<file path="src/rtl/mem_access_stage.sv">
// Memory-access pipeline stage.
// Takes execute-stage results and either forwards the ALU value to writeback
// or runs a word/byte load or store against data memory over a req/ack
// handshake. A transaction that waits too long for its ack is aborted.
// Load data is lane-selected (big-endian) and sign/zero extended before it
// is registered onto the writeback / MX-bypass outputs.
module mem_access_stage #(
   parameter int unsigned MAX_WAIT = 16,
   parameter int unsigned DEST_W   = 5
) (
   input  logic              clock,
   input  logic              reset_n,
   // upstream (execute) side
   input  logic              in_valid,
   output logic              in_ready,
   input  logic [31:0]       alu_out,
   input  logic [31:0]       rb_out,
   input  logic              dmwe,
   input  logic              rwd,
   input  logic              dm_byte,
   input  logic              load_unsigned,
   input  logic              rwe,
   input  logic [DEST_W-1:0] rdest,
   // data memory side
   output logic              dm_req,
   output logic              dm_we,
   output logic [31:0]       dm_addr,
   output logic [31:0]       dm_wdata,
   output logic [3:0]        dm_be,
   input  logic [31:0]       dm_rdata,
   input  logic              dm_ack,
   // writeback side
   output logic              wb_valid,
   output logic [31:0]       wb_data,
   output logic              wb_rwe,
   output logic [DEST_W-1:0] wb_rdest,
   output logic              mem_err
);

   typedef enum logic {
      S_IDLE   = 1'b0,
      S_ACCESS = 1'b1
   } state_t;

   // The timeout compares against the last count before MAX_WAIT, so that a
   // request is held for exactly MAX_WAIT cycles when no ack arrives.
   localparam logic [7:0] WAIT_LAST = 8'(MAX_WAIT - 1);

   state_t              state_q, state_d;
   logic                dm_req_q, dm_req_d;
   logic                dm_we_q, dm_we_d;
   logic [31:0]         dm_addr_q, dm_addr_d;
   logic [31:0]         dm_wdata_q, dm_wdata_d;
   logic [3:0]          dm_be_q, dm_be_d;
   logic                wb_valid_q, wb_valid_d;
   logic [31:0]         wb_data_q, wb_data_d;
   logic                wb_rwe_q, wb_rwe_d;
   logic [DEST_W-1:0]   wb_rdest_q, wb_rdest_d;
   logic                mem_err_q, mem_err_d;
   logic [7:0]          wait_cnt_q, wait_cnt_d;

   // Attributes of the outstanding access needed only when it completes.
   logic                pend_byte_q, pend_byte_d;
   logic                pend_uns_q, pend_uns_d;
   logic [1:0]          pend_lane_q, pend_lane_d;
   logic                pend_rwe_q, pend_rwe_d;
   logic [DEST_W-1:0]   pend_rdest_q, pend_rdest_d;

   logic                accept;
   logic                is_mem;
   logic                misaligned;
   logic [3:0]          byte_be;
   logic [7:0]          lane_byte [4];
   logic [7:0]          load_byte;
   logic [31:0]         load_byte_ext;
   logic [31:0]         load_data;

   assign in_ready   = (state_q == S_IDLE);
   assign accept     = in_valid & in_ready;
   assign is_mem     = dmwe | rwd;
   assign misaligned = is_mem & ~dm_byte & (alu_out[1:0] != 2'b00);

   // Lane 0 is the most significant byte (big-endian lane numbering).
   assign byte_be = 4'b1000 >> alu_out[1:0];

   genvar gi;
   generate
      for (gi = 0; gi < 4; gi++) begin : g_lane
         assign lane_byte[gi] = dm_rdata[31-8*gi -: 8];
      end
   endgenerate

   assign load_byte     = lane_byte[pend_lane_q];
   assign load_byte_ext = pend_uns_q ? {24'h0, load_byte}
                                     : {{24{load_byte[7]}}, load_byte};
   assign load_data     = pend_byte_q ? load_byte_ext : dm_rdata;

   // Next-state and next-output logic for the IDLE/ACCESS controller.
   always_comb begin
      state_d      = state_q;
      dm_req_d     = dm_req_q;
      dm_we_d      = dm_we_q;
      dm_addr_d    = dm_addr_q;
      dm_wdata_d   = dm_wdata_q;
      dm_be_d      = dm_be_q;
      wb_valid_d   = 1'b0;
      wb_data_d    = wb_data_q;
      wb_rwe_d     = 1'b0;
      wb_rdest_d   = wb_rdest_q;
      mem_err_d    = 1'b0;
      wait_cnt_d   = wait_cnt_q;
      pend_byte_d  = pend_byte_q;
      pend_uns_d   = pend_uns_q;
      pend_lane_d  = pend_lane_q;
      pend_rwe_d   = pend_rwe_q;
      pend_rdest_d = pend_rdest_q;

      unique case (state_q)
         S_IDLE: begin
            if (accept) begin
               if (!is_mem) begin
                  // Plain ALU result: straight through with one cycle latency.
                  wb_valid_d = 1'b1;
                  wb_data_d  = alu_out;
                  wb_rwe_d   = rwe;
                  wb_rdest_d = rdest;
               end else if (misaligned) begin
                  // Word access off a word boundary never reaches memory.
                  wb_valid_d = 1'b1;
                  mem_err_d  = 1'b1;
                  wb_rwe_d   = 1'b0;
                  wb_rdest_d = rdest;
               end else begin
                  state_d      = S_ACCESS;
                  dm_req_d     = 1'b1;
                  dm_we_d      = dmwe;
                  dm_addr_d    = {alu_out[31:2], 2'b00};
                  dm_be_d      = dm_byte ? byte_be : 4'b1111;
                  dm_wdata_d   = dm_byte ? {4{rb_out[7:0]}} : rb_out;
                  wait_cnt_d   = 8'd0;
                  pend_byte_d  = dm_byte;
                  pend_uns_d   = load_unsigned;
                  pend_lane_d  = alu_out[1:0];
                  // A store never writes the register file.
                  pend_rwe_d   = rwe & ~dmwe;
                  pend_rdest_d = rdest;
               end
            end
         end

         S_ACCESS: begin
            // Ack is tested first so it wins over a simultaneous timeout.
            if (dm_ack) begin
               state_d    = S_IDLE;
               dm_req_d   = 1'b0;
               dm_we_d    = 1'b0;
               wait_cnt_d = 8'd0;
               wb_valid_d = 1'b1;
               wb_rwe_d   = pend_rwe_q;
               wb_rdest_d = pend_rdest_q;
               if (!dm_we_q) begin
                  wb_data_d = load_data;
               end
            end else if (wait_cnt_q == WAIT_LAST) begin
               state_d    = S_IDLE;
               dm_req_d   = 1'b0;
               dm_we_d    = 1'b0;
               wait_cnt_d = 8'd0;
               wb_valid_d = 1'b1;
               mem_err_d  = 1'b1;
               wb_rwe_d   = 1'b0;
               wb_rdest_d = pend_rdest_q;
            end else begin
               wait_cnt_d = wait_cnt_q + 8'd1;
            end
         end

         default: begin
            state_d  = S_IDLE;
            dm_req_d = 1'b0;
            dm_we_d  = 1'b0;
         end
      endcase
   end

   // State and output registers; reset drops any outstanding request at once.
   always_ff @(posedge clock or negedge reset_n) begin
      if (!reset_n) begin
         state_q      <= S_IDLE;
         dm_req_q     <= 1'b0;
         dm_we_q      <= 1'b0;
         dm_addr_q    <= 32'h0;
         dm_wdata_q   <= 32'h0;
         dm_be_q      <= 4'h0;
         wb_valid_q   <= 1'b0;
         wb_data_q    <= 32'h0;
         wb_rwe_q     <= 1'b0;
         wb_rdest_q   <= '0;
         mem_err_q    <= 1'b0;
         wait_cnt_q   <= 8'd0;
         pend_byte_q  <= 1'b0;
         pend_uns_q   <= 1'b0;
         pend_lane_q  <= 2'b00;
         pend_rwe_q   <= 1'b0;
         pend_rdest_q <= '0;
      end else begin
         state_q      <= state_d;
         dm_req_q     <= dm_req_d;
         dm_we_q      <= dm_we_d;
         dm_addr_q    <= dm_addr_d;
         dm_wdata_q   <= dm_wdata_d;
         dm_be_q      <= dm_be_d;
         wb_valid_q   <= wb_valid_d;
         wb_data_q    <= wb_data_d;
         wb_rwe_q     <= wb_rwe_d;
         wb_rdest_q   <= wb_rdest_d;
         mem_err_q    <= mem_err_d;
         wait_cnt_q   <= wait_cnt_d;
         pend_byte_q  <= pend_byte_d;
         pend_uns_q   <= pend_uns_d;
         pend_lane_q  <= pend_lane_d;
         pend_rwe_q   <= pend_rwe_d;
         pend_rdest_q <= pend_rdest_d;
      end
   end

   assign dm_req   = dm_req_q;
   assign dm_we    = dm_we_q;
   assign dm_addr  = dm_addr_q;
   assign dm_wdata = dm_wdata_q;
   assign dm_be    = dm_be_q;
   assign wb_valid = wb_valid_q;
   assign wb_data  = wb_data_q;
   assign wb_rwe   = wb_rwe_q;
   assign wb_rdest = wb_rdest_q;
   assign mem_err  = mem_err_q;

endmodule

</file>
<file path="config.mk">
export PLATFORM = sky130hd
export DESIGN_NAME = mem_access_stage
export DESIGN_NICKNAME = d
export VERILOG_FILES = /design/src/rtl/mem_access_stage.sv
export SDC_FILE = /design/constraint.sdc
export NUM_CORES = 1
export LEC_CHECK = 0
export BUFFER_PORTS_ARGS = -buffer_cell sky130_fd_sc_hd__buf_2
export CORE_UTILIZATION = 40
export CTS_BUF_LIST = sky130_fd_sc_hd__clkbuf_16
export CTS_CLUSTER_SIZE = 40
export DETAILED_ROUTE_END_ITERATION = 8
export PLACE_DENSITY = 0.65
export SYNTH_ARGS = -nofsm -noshare
export SYNTH_HDL_FRONTEND = slang
export SYNTH_SLANG_ARGS = --single-unit
</file>
<file path="constraint.sdc">
create_clock -name clock -period 1.8 [get_ports clock]
set_clock_uncertainty 0.05 [all_clocks]
set_input_delay 0.36 -clock clock [delete_from_list [all_inputs] [get_ports clock]]
set_output_delay 0.36 -clock clock [all_outputs]
set_load 0.02 [all_outputs]
</file>
==> reports/results.txt <==
IO Port Bufs -> 218
Final Cycle Share -> 0.984
FF-to-FF Start -> wait_cnt_q[5]
Nets -> 947
VDD IR max -> 0.000759 V
Leakage -> 0.00418 uW
Worst setup endpoint -> wb_rdest[2]
R2R setup slack -> 0.03 ns
Detail Route Antenna Nets -> 0
Crit path DAT -> 2.01 ns
Netlist cell types -> 42
Clk sinks -> 127
R2r worst-path depth -> 5
Drt first pass iters -> 6
Layout cells sized above 1 -> 0.350
Largest stage delay, worst path -> 0.58 ns
Crit path time final -> 1.77 ns
# setup viols final -> 0
GRT Util Overall -> 0.228
Dpl cells -> 999
Initial core utilization -> 0.412
RD Place Congestion -> 0.853
Pwr/cell area -> 1640 nW/um2
Synth warnings -> 0
CTS Buf Count -> 17
Hold slack -> 0.107 ns
Synthesized flop and latch total -> 127
R2R Path End -> wb_rdest[2]
Synth top area share -> 0.529
WL met3 -> 1000 um
Critical path type -> flop to flop
Max Cap Viol -> 0
Buf/Inv on CP -> 1
WL/cell -> 16.8 um
Commonest cells post-synth -> nand2_1, dfrtp_1, nor2_1
Fillers -> 1349
Metal1 wirelength -> 7720 um
Fraction of registers with async set or reset after synthesis -> 1.00
Top Ports -> 221
Residual DRC -> 0
CTS tree -> done
Placed Area -> 7400 um2
Largest net degree at the start of global routing -> 72
Drt initial violations -> 338
Startpoint types -> flop
Worst EP required -> 2.04 ns
Ys flop type -> dfrtp_1
Post-DR vias/cell -> 5.07
FP Rows -> 44
Hold crit path type -> input port to flop
Total core area -> 14600 um2
Number of enable flip-flop cells after synthesis -> 0
Crit-path max FO -> 5
Die Y -> 125 um
Highest routing layer actually used -> met4
Register area share after synthesis -> 0.529
WL final -> 17300 um
Fmax -> 565 MHz
DIE AREA -> 15500 um2
Total Neg Setup Slack -> 0 ns
CTS clk-pin slew, worst paths -> 0.06 ns
Post-detail-place hpwl -> 12600 um
Layout area overhead -> 32.4%
DR vias -> 5242
Final Non-Filler Cells -> 1034
Met2 wire len -> 8410 um
Post-synth top area cell -> dfrtp_1
Post-Syn Area -> 6010 um2
Slew Viols, Final -> 0
Vias in the first global route -> 5025
H-Tree Level Count -> 4
First-pass GRT wire length -> 27400 um
Initial antenna violation count -> 1
DIE WIDTH -> 125 um
Clk Latency, worst-skew pair -> 0.41 ns
Slowest cell on the critical path -> or4_4
Syn avg cell area -> 9.90 um2
Root Driver -> clkbuf_16
Most numerous cell in the Yosys netlist -> nand2_1
Fin area -> 7950 um2
Delay-heaviest family, CP -> simple AND/OR/NAND/NOR gates
Outcome -> finished, final reports clean
Grt ovf -> 0
Critical-path cell list -> or4_4 > o21ai_4 > a21oi_2 > buf_4 > mux2_2
Clock buffer depth -> 2
CP Depth -> 5
CP Capture Type -> flop
Crit path from -> wait_cnt_q[5]
Mapped Cells -> 607
Final count of hold timing violations -> 0
Synth area leaders -> dfrtp_1, nand2_1, mux2i_1
Fin util -> 0.545
[sequential cells by signal, indices dropped and copies added, names as in the netlist]
register      flops
dm_be             4
state_q           1
mem_err           1
wb_data          32
wb_rwe            1
wb_rdest          5
wb_valid          1
pend_byte_q       1
wait_cnt_q        8
dm_wdata         32
pend_rwe_q        1
dm_we             1
dm_req            1
pend_rdest_q      5
pend_lane_q       2
pend_uns_q        1
dm_addr          30
[per-layer routing]
metal	global-route usage	up-vias
li1	-	2513
met1	0.305	2507
met2	0.367	203
met3	0.0541	19
met4	0.0695	0
met5	0	-
[worst reg2reg max path, stage by stage, from the launching register on]
cell,delay (ns)
dfrtp_1,0.37
or4_4,0.58
o21ai_4,0.16
a21oi_2,0.05
buf_4,0.17
mux2_2,0.27
[worst min path at each step]
stage | from | end | cells past startpoint
global placement | reset_n | dm_addr[14] | 1
finish | alu_out[26] | dm_addr[26] | 3
global route | alu_out[18] | dm_addr[18] | 3
CTS | alu_out[19] | dm_addr[19] | 3
floorplan | reset_n | dm_addr[10] | 0
detailed placement | reset_n | dm_addr[14] | 1
[logic make-up (layout without fill, tap and decap cells)]
logic type | after synthesis | after routing | share of synthesized area
compound gates | 81 | 81 | 0.0968
xor+xnor | 1 | 1 | 0.00146
fa+ha+maj | 1 | 1 | 0.00208
buf+inv | 48 | 289 | 0.0533
flops | 127 | 127 | 0.529
mux | 50 | 50 | 0.106
other cells | 1 | 3 | 0.000624
simple gates | 298 | 298 | 0.210
[placed cells by master (no fill, tap or decap), types with 9 or more instances in the layout]
| master | n |
|---|---|
| buf_2 | 217 |
| nand2_1 | 177 |
| dfrtp_1 | 127 |
| nor2_1 | 72 |
| mux2i_1 | 32 |
| a221oi_1 | 32 |
| o21ai_0 | 29 |
| buf_4 | 25 |
| or2b_1 | 20 |
| clkbuf_16 | 17 |
| mux2_2 | 10 |
| inv_1 | 9 |
[where the power goes]
group	internal (uW)	switching (uW)	total, uW
clock network	1840	1200	3040
logic	2040	3300	5340
registers	4010	666	4680
total	7880	5170	13100
[layout make-up]
type                       instances  area, um2  area share
antenna                            1       2.50    0.000315
sequential                       127       3180       0.400
tap                              184        230      0.0289
inverter                           4       15.0     0.00189
clock buffer                      17        425      0.0535
multi-input combinational        433       2550       0.320
clock inverter                    15       90.1      0.0113
timing repair buffer             253       1470       0.184
[per-stage QoR]
stage	power, uW	setup slack [ns]
CTS	13100	0.0118
detailed placement	10000	-0.0540
global route	13800	-0.00736
finish	13100	0.0293
floorplan	8090	0.0130
global placement	9950	0.00499
[timing repair]
| action | CTS | global route |
|---|---|---|
| gates resized for setup | 1 | 5 |
| endpoints found under the hold margin | 35 | 0 |
| buffers inserted | 0 | 1 |
| hold buffers | 1 | 0 |
| setup endpoints to repair | 4 | 21 |
| pin swaps | 0 | 1 |
Power figures use the tool's default switching activity.
